### src/rtl/instr_fetch_ctrl.sv
// Instruction fetch controller: owns the PC, registers imem read data toward decode with a
// valid/ready handshake, and takes redirects with a one-cycle flush. FETCH_PERF_EN adds counters.
module instr_fetch_ctrl #(
    parameter int unsigned          ADDR_W   = 5,
    parameter int unsigned          DATA_W   = 32,
    parameter logic [ADDR_W-1:0]    RESET_PC = '0
) (
    input  logic              clk,
    input  logic              rst_n,
    input  logic              run,
    output logic [ADDR_W-1:0] imem_addr,
    input  logic [DATA_W-1:0] imem_data,
    output logic              out_valid,
    input  logic              out_ready,
    output logic [DATA_W-1:0] out_instr,
    output logic [ADDR_W-1:0] out_pc,
    input  logic              redirect_valid,
    input  logic [ADDR_W-1:0] redirect_target,
    output logic              busy
`ifdef FETCH_PERF_EN
    ,
    output logic [31:0]       fetch_count,
    output logic [31:0]       bubble_count
`endif
);

    typedef enum logic [1:0] {StIdle, StFetch, StHold, StFlush} state_e;

    state_e            state_q, state_d;
    logic [ADDR_W-1:0] pc_q, pc_d;
    logic              valid_q, valid_d;
    logic [DATA_W-1:0] instr_q;
    logic [ADDR_W-1:0] opc_q;
    logic              load;
    logic              accept;
    logic              slot_free;

    assign accept    = valid_q & out_ready;
    assign slot_free = ~valid_q | out_ready;

    always_comb begin
        state_d = state_q;
        pc_d    = pc_q;
        valid_d = valid_q;
        load    = 1'b0;

        if (redirect_valid) begin
            // Redirect beats everything, including a same-cycle accept.
            pc_d    = redirect_target;
            valid_d = 1'b0;
            state_d = run ? StFlush : StIdle;
        end else begin
            case (state_q)
                StIdle: begin
                    if (accept) valid_d = 1'b0;
                    if (run) state_d = StFetch;
                end
                StFetch, StHold: begin
                    if (!run) begin
                        // Drain: keep the pending word until decode takes it.
                        if (accept) valid_d = 1'b0;
                        if (!valid_q || accept) state_d = StIdle;
                    end else if (slot_free) begin
                        load    = 1'b1;
                        state_d = StFetch;
                    end else begin
                        state_d = StHold;
                    end
                end
                StFlush: begin
                    valid_d = 1'b0;
                    state_d = run ? StFetch : StIdle;
                end
                default: state_d = StIdle;
            endcase
        end

        if (load) begin
            valid_d = 1'b1;
            pc_d    = pc_q + ADDR_W'(1);
        end
    end

    always_ff @(posedge clk or negedge rst_n) begin
        if (!rst_n) begin
            state_q <= StIdle;
            pc_q    <= RESET_PC;
            valid_q <= 1'b0;
        end else begin
            state_q <= state_d;
            pc_q    <= pc_d;
            valid_q <= valid_d;
        end
    end

    always_ff @(posedge clk or negedge rst_n) begin
        if (!rst_n) begin
            instr_q <= '0;
            opc_q   <= '0;
        end else if (load) begin
            instr_q <= imem_data;
            opc_q   <= pc_q;
        end
    end

`ifdef FETCH_PERF_EN
    logic [31:0] fetch_cnt_q;
    logic [31:0] bubble_cnt_q;

    always_ff @(posedge clk or negedge rst_n) begin
        if (!rst_n) begin
            fetch_cnt_q  <= '0;
            bubble_cnt_q <= '0;
        end else begin
            if (accept && (fetch_cnt_q != 32'hFFFF_FFFF)) begin
                fetch_cnt_q <= fetch_cnt_q + 32'd1;
            end
            if ((state_q == StFlush) && (bubble_cnt_q != 32'hFFFF_FFFF)) begin
                bubble_cnt_q <= bubble_cnt_q + 32'd1;
            end
        end
    end

    assign fetch_count  = fetch_cnt_q;
    assign bubble_count = bubble_cnt_q;
`endif

    assign imem_addr = pc_q;
    assign out_valid = valid_q;
    assign out_instr = instr_q;
    assign out_pc    = opc_q;
    assign busy      = (state_q != StIdle);

endmodule
### config.mk
export PLATFORM = sky130hd
export DESIGN_NAME = instr_fetch_ctrl
export DESIGN_NICKNAME = d
export VERILOG_FILES = /design/src/rtl/instr_fetch_ctrl.sv
export SDC_FILE = /design/constraint.sdc
export NUM_CORES = 1
export LEC_CHECK = 0
export CAP_MARGIN = 30
export CORE_MARGIN = 2
export CORE_UTILIZATION = 33
export DETAILED_ROUTE_END_ITERATION = 10
export GPL_TIMING_DRIVEN = 0
export PLACE_DENSITY = 0.66
export SYNTH_ARGS = -nofsm -noshare
export SYNTH_HDL_FRONTEND = slang
export SYNTH_SLANG_ARGS = --single-unit
### constraint.sdc
create_clock -name clk -period 2.3 [get_ports clk]
set_input_delay 0.345 -clock clk [delete_from_list [all_inputs] [get_ports clk]]
set_output_delay 0.345 -clock clk [all_outputs]
set_load 0.02 [all_outputs]
Word level (Yosys, flattened, before mapping). Cells that the tools add are included.

Order comparisons: 0. $mul: 0. Muxes and demuxes: 19. Reduce and logical (&&, ||, !) cells: 7. Shifts and indexed selects: 0. Eq/ne operators: 6. Divide/modulo/power cells: 0. Bitwise gates (word level): 3. Add/sub/neg operators: 1.

Operators with widths (count): two-way mux 2 bit (6); two-way mux 5 bit (2); two-way mux 1 bit (9); != test 4 bit, second input constant (2); one-hot mux 2 bit (3 select lines) (1); adder 5 x 1 -> 5 bit, second input constant (1); equality test 2 bit, second input constant (2); nonzero test 2 bit (2); != test 3 bit, second input constant (1); one-hot mux 1 bit (3 select lines) (1); equality test 2 x 1 -> 1 bit, second input constant (1); zero test 2 bit (1); AND reduction 2 bit (1); OR reduction 2 bit (1); AND 1 bit (1); zero test 1 bit (1); logical OR 1 bit (1); inverter 1 bit (1); bitwise OR 1 bit (1).

Bits in registers: 45. Word-level logic and storage cells: 41. Bits in latches: 0. Memory bits (writable): 0. ROM bits: 0. Output and inout port bits: 44. Memories: 0. Input bits: 42.

Depth between registers and ports, before layout.
Depth in word-level cells: 7. Depth in mapped cells: 6. Mapped depth without buffers: 5.

Least setup slack after synthesis. No wires, ideal clock.

Kind: register to register. Start point: reg state_q[0]. End point: reg instr_q[10], in the netlist out_instr[10]. Data required time: 2175 ps. Data arrival time: 1703 ps. Buffers on the path: 1. Slack: 472 ps. Cell stages (with the launch flop): 7. Setup time: 125 ps. Period minus slack after synthesis: 1828 ps. Cell sequence: dfrtp_1 -> inv_1 -> ha_1 -> nand2_1 -> nor3_4 -> buf_6 -> mux2_2.

Word-level cells in the longest chain between the ends: 4. Elaborated cells between the ends (all ways): 5. Classes of those cells: 2 x eq/ne; 2 x mux; 1 x reduce/logical.

RTL lines: from (decl) (line 29) `state_e state_q, state_d;`; from (signal assigned) (line 86) `state_q <= StIdle;`; from (signal assigned) (line 90) `state_q <= state_d;`; equality test 2 x 1 -> 1 bit / equality test 2 bit (equally long branches) (line 53) `case (state_q)`; OR reduction 2 bit (*) (line 53); two-way mux 1 bit (*) (line 53); two-way mux 1 bit (*) (line 47) `if (redirect_valid) begin`; to (signal assigned) (line 101) `instr_q <= imem_data;`; to (decl) (line 32) `logic [DATA_W-1:0] instr_q;`.

Mark *: on every way between the ends. The rest lies on a longest branch, timed or not. A chain may end at the register's enable or synchronous reset.

Final worst setup path.
Start point: reg state_q[1]. End point: reg instr_q[31], in the netlist out_instr[31].

Same word-level chain as after synthesis.

==> flow_summary.json <==
{
  "dpl-instance-area_um2": 2846,
  "yosys.area.top_type": "dfrtp_1",
  "endpoint_kind": "register",
  "dieArea_um2": 6351,
  "yosys_warnings": 0,
  "clock_sinks": 45,
  "grt.total_usage_pct": 13.74,
  "fin_setup_tns_ns": 0,
  "fmax_mhz": 506.5,
  "htree_levels": 2,
  "cts-resized-gates": 0,
  "pwr-share-clk_pct": 15.5,
  "max_slew_margin_pct": 70.73,
  "finClkSkew_ns": 0.003835,
  "min_period_ns": 1.974,
  "cts_tree": "done",
  "grt_pass1_vias": 1386,
  "dp_slack_ns": -0.1115,
  "drt_iter0_markers": 44,
  "final-hold-violation-count": 0,
  "die_x_um": 79.69,
  "switching_share_pct": 33.84,
  "yosysMostFrequentCell": "dfrtp_1",
  "fin_cells": 305,
  "critPathRequiredTime_ns": 2.48,
  "peakVddDrop_mv": 0.6203,
  "fin_area_um2": 3000,
  "synth_top_area_share_pct": 59.56,
  "power.switching_mw": 1.320,
  "synthArstFlopShare_pct": 100.0,
  "clk_latency_ns": 0.29,
  "fillers": 451,
  "ys.flop_type": "dfrtp_1",
  "netlist_area_um2": 1891,
  "vias_per_cell": 4.610,
  "antenna_found_initial": 0,
  "rows": 27,
  "synth_enable_flop_cells": 0,
  "synthTopCellsByArea": "dfrtp_1, mux2_2, o311ai_0, ha_1, buf_6",
  "synthCells": 136,
  "syn2layout_area_growth_pct": 58.70,
  "ys_seq_elements": 45,
  "status": "finished, final reports clean",
  "worstPathArrival_ns": 2.15,
  "gp_congestion": 0.7272,
  "start_util_pct": 34.33,
  "yosysSeqAreaShare_pct": 59.56,
  "ys_types": 26,
  "power.share.sequential_pct": 34.4,
  "num_antenna_cells": 0,
  "port_buffers": 85,
  "core_um2": 5507,
  "rsz0062_at_grt": "false",
  "critPathLaunchType": "register",
  "grt_max_degree": 30,
  "ant_nets": 0,
  "avgSynthCellArea_um2": 13.90,
  "syn-num-nets": 181,
  "power.density_nw_per_um2": 1300,
  "fin_ws_ns": 0.3258,
  "drive_gt1_share_pct": 24.03,
  "cts.clk_slew.worst_paths_ns": 0.08,
  "drt-total-wl_um": 4189,
  "via_count": 1406,
  "pwr-share-comb_pct": 50.0,
  "worst_pin_slew_ns": 0.4390,
  "firstDrtPassIters": 4,
  "cts_made_buffers": 5,
  "cts_root_buffer": "clkbuf_8",
  "p_leak_nw": 1.234,
  "crit_type": "reg2reg",
  "dp_cells": 294,
  "fin_crit_sh_pct": 85.84,
  "setup_viol": 0,
  "worstPathMaxFanout": 10,
  "post-route-util_pct": 54.49,
  "dieHeight_um": 79.69,
  "wire_per_inst_um": 13.73,
  "p_int_mw": 2.580,
  "drv_cap": 0,
  "pin_count": 86,
  "hpwl_um": 3103,
  "drc": 0,
  "maxSlewViolCount": 0,
  "grt_pass1_wl_um": 6672,
  "globalRouteOverflowTotal": 0,
  "fin_total_pwr_mw": 3.899,
  "clk_path_buf_depth": 2,
  "whs_ns": 0.4875,
  "num-nets-final": 277,
  "netlist_top_cells_count": "dfrtp_1, mux2_2, nand2_1",
  "hp-class": "reg2reg"
}
power groups by stage:
stage / sequential [mW] / clock (mW) / combinational [mW]
3_5_place_dp: 1.37 / 0 / 1.95
2_1_floorplan: 1.80 / 0 / 0.569
5_1_grt: 1.39 / 0.673 / 2.07
6_report: 1.34 / 0.605 / 1.95
3_3_place_gp: 1.35 / 0 / 1.93
4_1_cts: 1.35 / 0.633 / 1.95
sequential cells by signal (all words and copies together) (netlist names):
signal / count
state_q: 2
out_pc: 5
out_instr: 32
imem_addr: 5
out_valid: 1
metal layers:
layer / vias to the layer above / global-route usage (%) / wire, um
li1: 680 / - / -
met4: 0 / 4.655 / 43
met3: 4 / 4.525 / 347
met2: 55 / 21.68 / 1851
met5: - / 0 / 0
met1: 667 / 17.71 / 1947
final timing paths:
| path | to | cells after the start | from | slack [ns] |
|---|---|---|---|---|
| max | out_instr[31] | 7 | state_q[1] | 0.33 |
| min | out_instr[13] | 1 | out_instr[13] | 0.49 |
| max reg2reg | out_instr[31] | 7 | state_q[1] | 0.33 |
| min reg2reg | out_instr[13] | 1 | out_instr[13] | 0.49 |
| max in group asynchronous | out_pc[2] | 3 | rst_n | 1.27 |
| min in group asynchronous | out_instr[10] | 2 | rst_n | 0.53 |
kinds of logic (layout without fill, tap and decap cells):
family	count (synthesis)	in the layout	synth area share (%)
flops	45	45	59.56
mux	38	38	22.63
fa+ha+maj	3	3	1.986
buf+inv	10	107	3.242
compound gates	16	16	5.691
simple gates	24	24	6.884
worst max-delay path, stage by stage, from the launching register on:
cell and delay (ns):
dfrtp_1 0.38, inv_1 0.05, ha_1 0.30, nand2_1 0.22
nor3_4 0.27, buf_12 0.15, buf_6 0.15, mux2_2 0.34
cell type report:
class / instances / area [um^2] / share of cell area (%)
Inverter: 5 / 18.77 / 0.6255
Timing Repair Buffer: 89 / 903.4 / 30.11
Clock inverter: 1 / 30.03 / 1.001
Buffer: 5 / 42.54 / 1.418
Tap cell: 72 / 90.09 / 3.002
Clock buffer: 7 / 86.33 / 2.877
Sequential cell: 45 / 1126 / 37.53
Multi-Input combinational cell: 81 / 703.2 / 23.44
cell usage in the layout, fill, tap and decap left out, types with 3 or more instances in the layout:
cell	n
clkdlybuf4s50_1	84
dfrtp_1	45
mux2_2	37
nand2_1	6
clkbuf_8	6
o311ai_0	5
nor2_1	5
o21ai_0	5
inv_1	4
nand3_1	4
buf_6	3
ha_1	3
repair_timing:
action / 4_1_cts / 5_1_grt
hold buffers: 1 / 0
hold endpoints to repair: 16 / 0
endpoints found under the setup margin: 0 / 27
buffers inserted: 0 / 2
No activity file was read; power rests on OpenSTA's default activity.
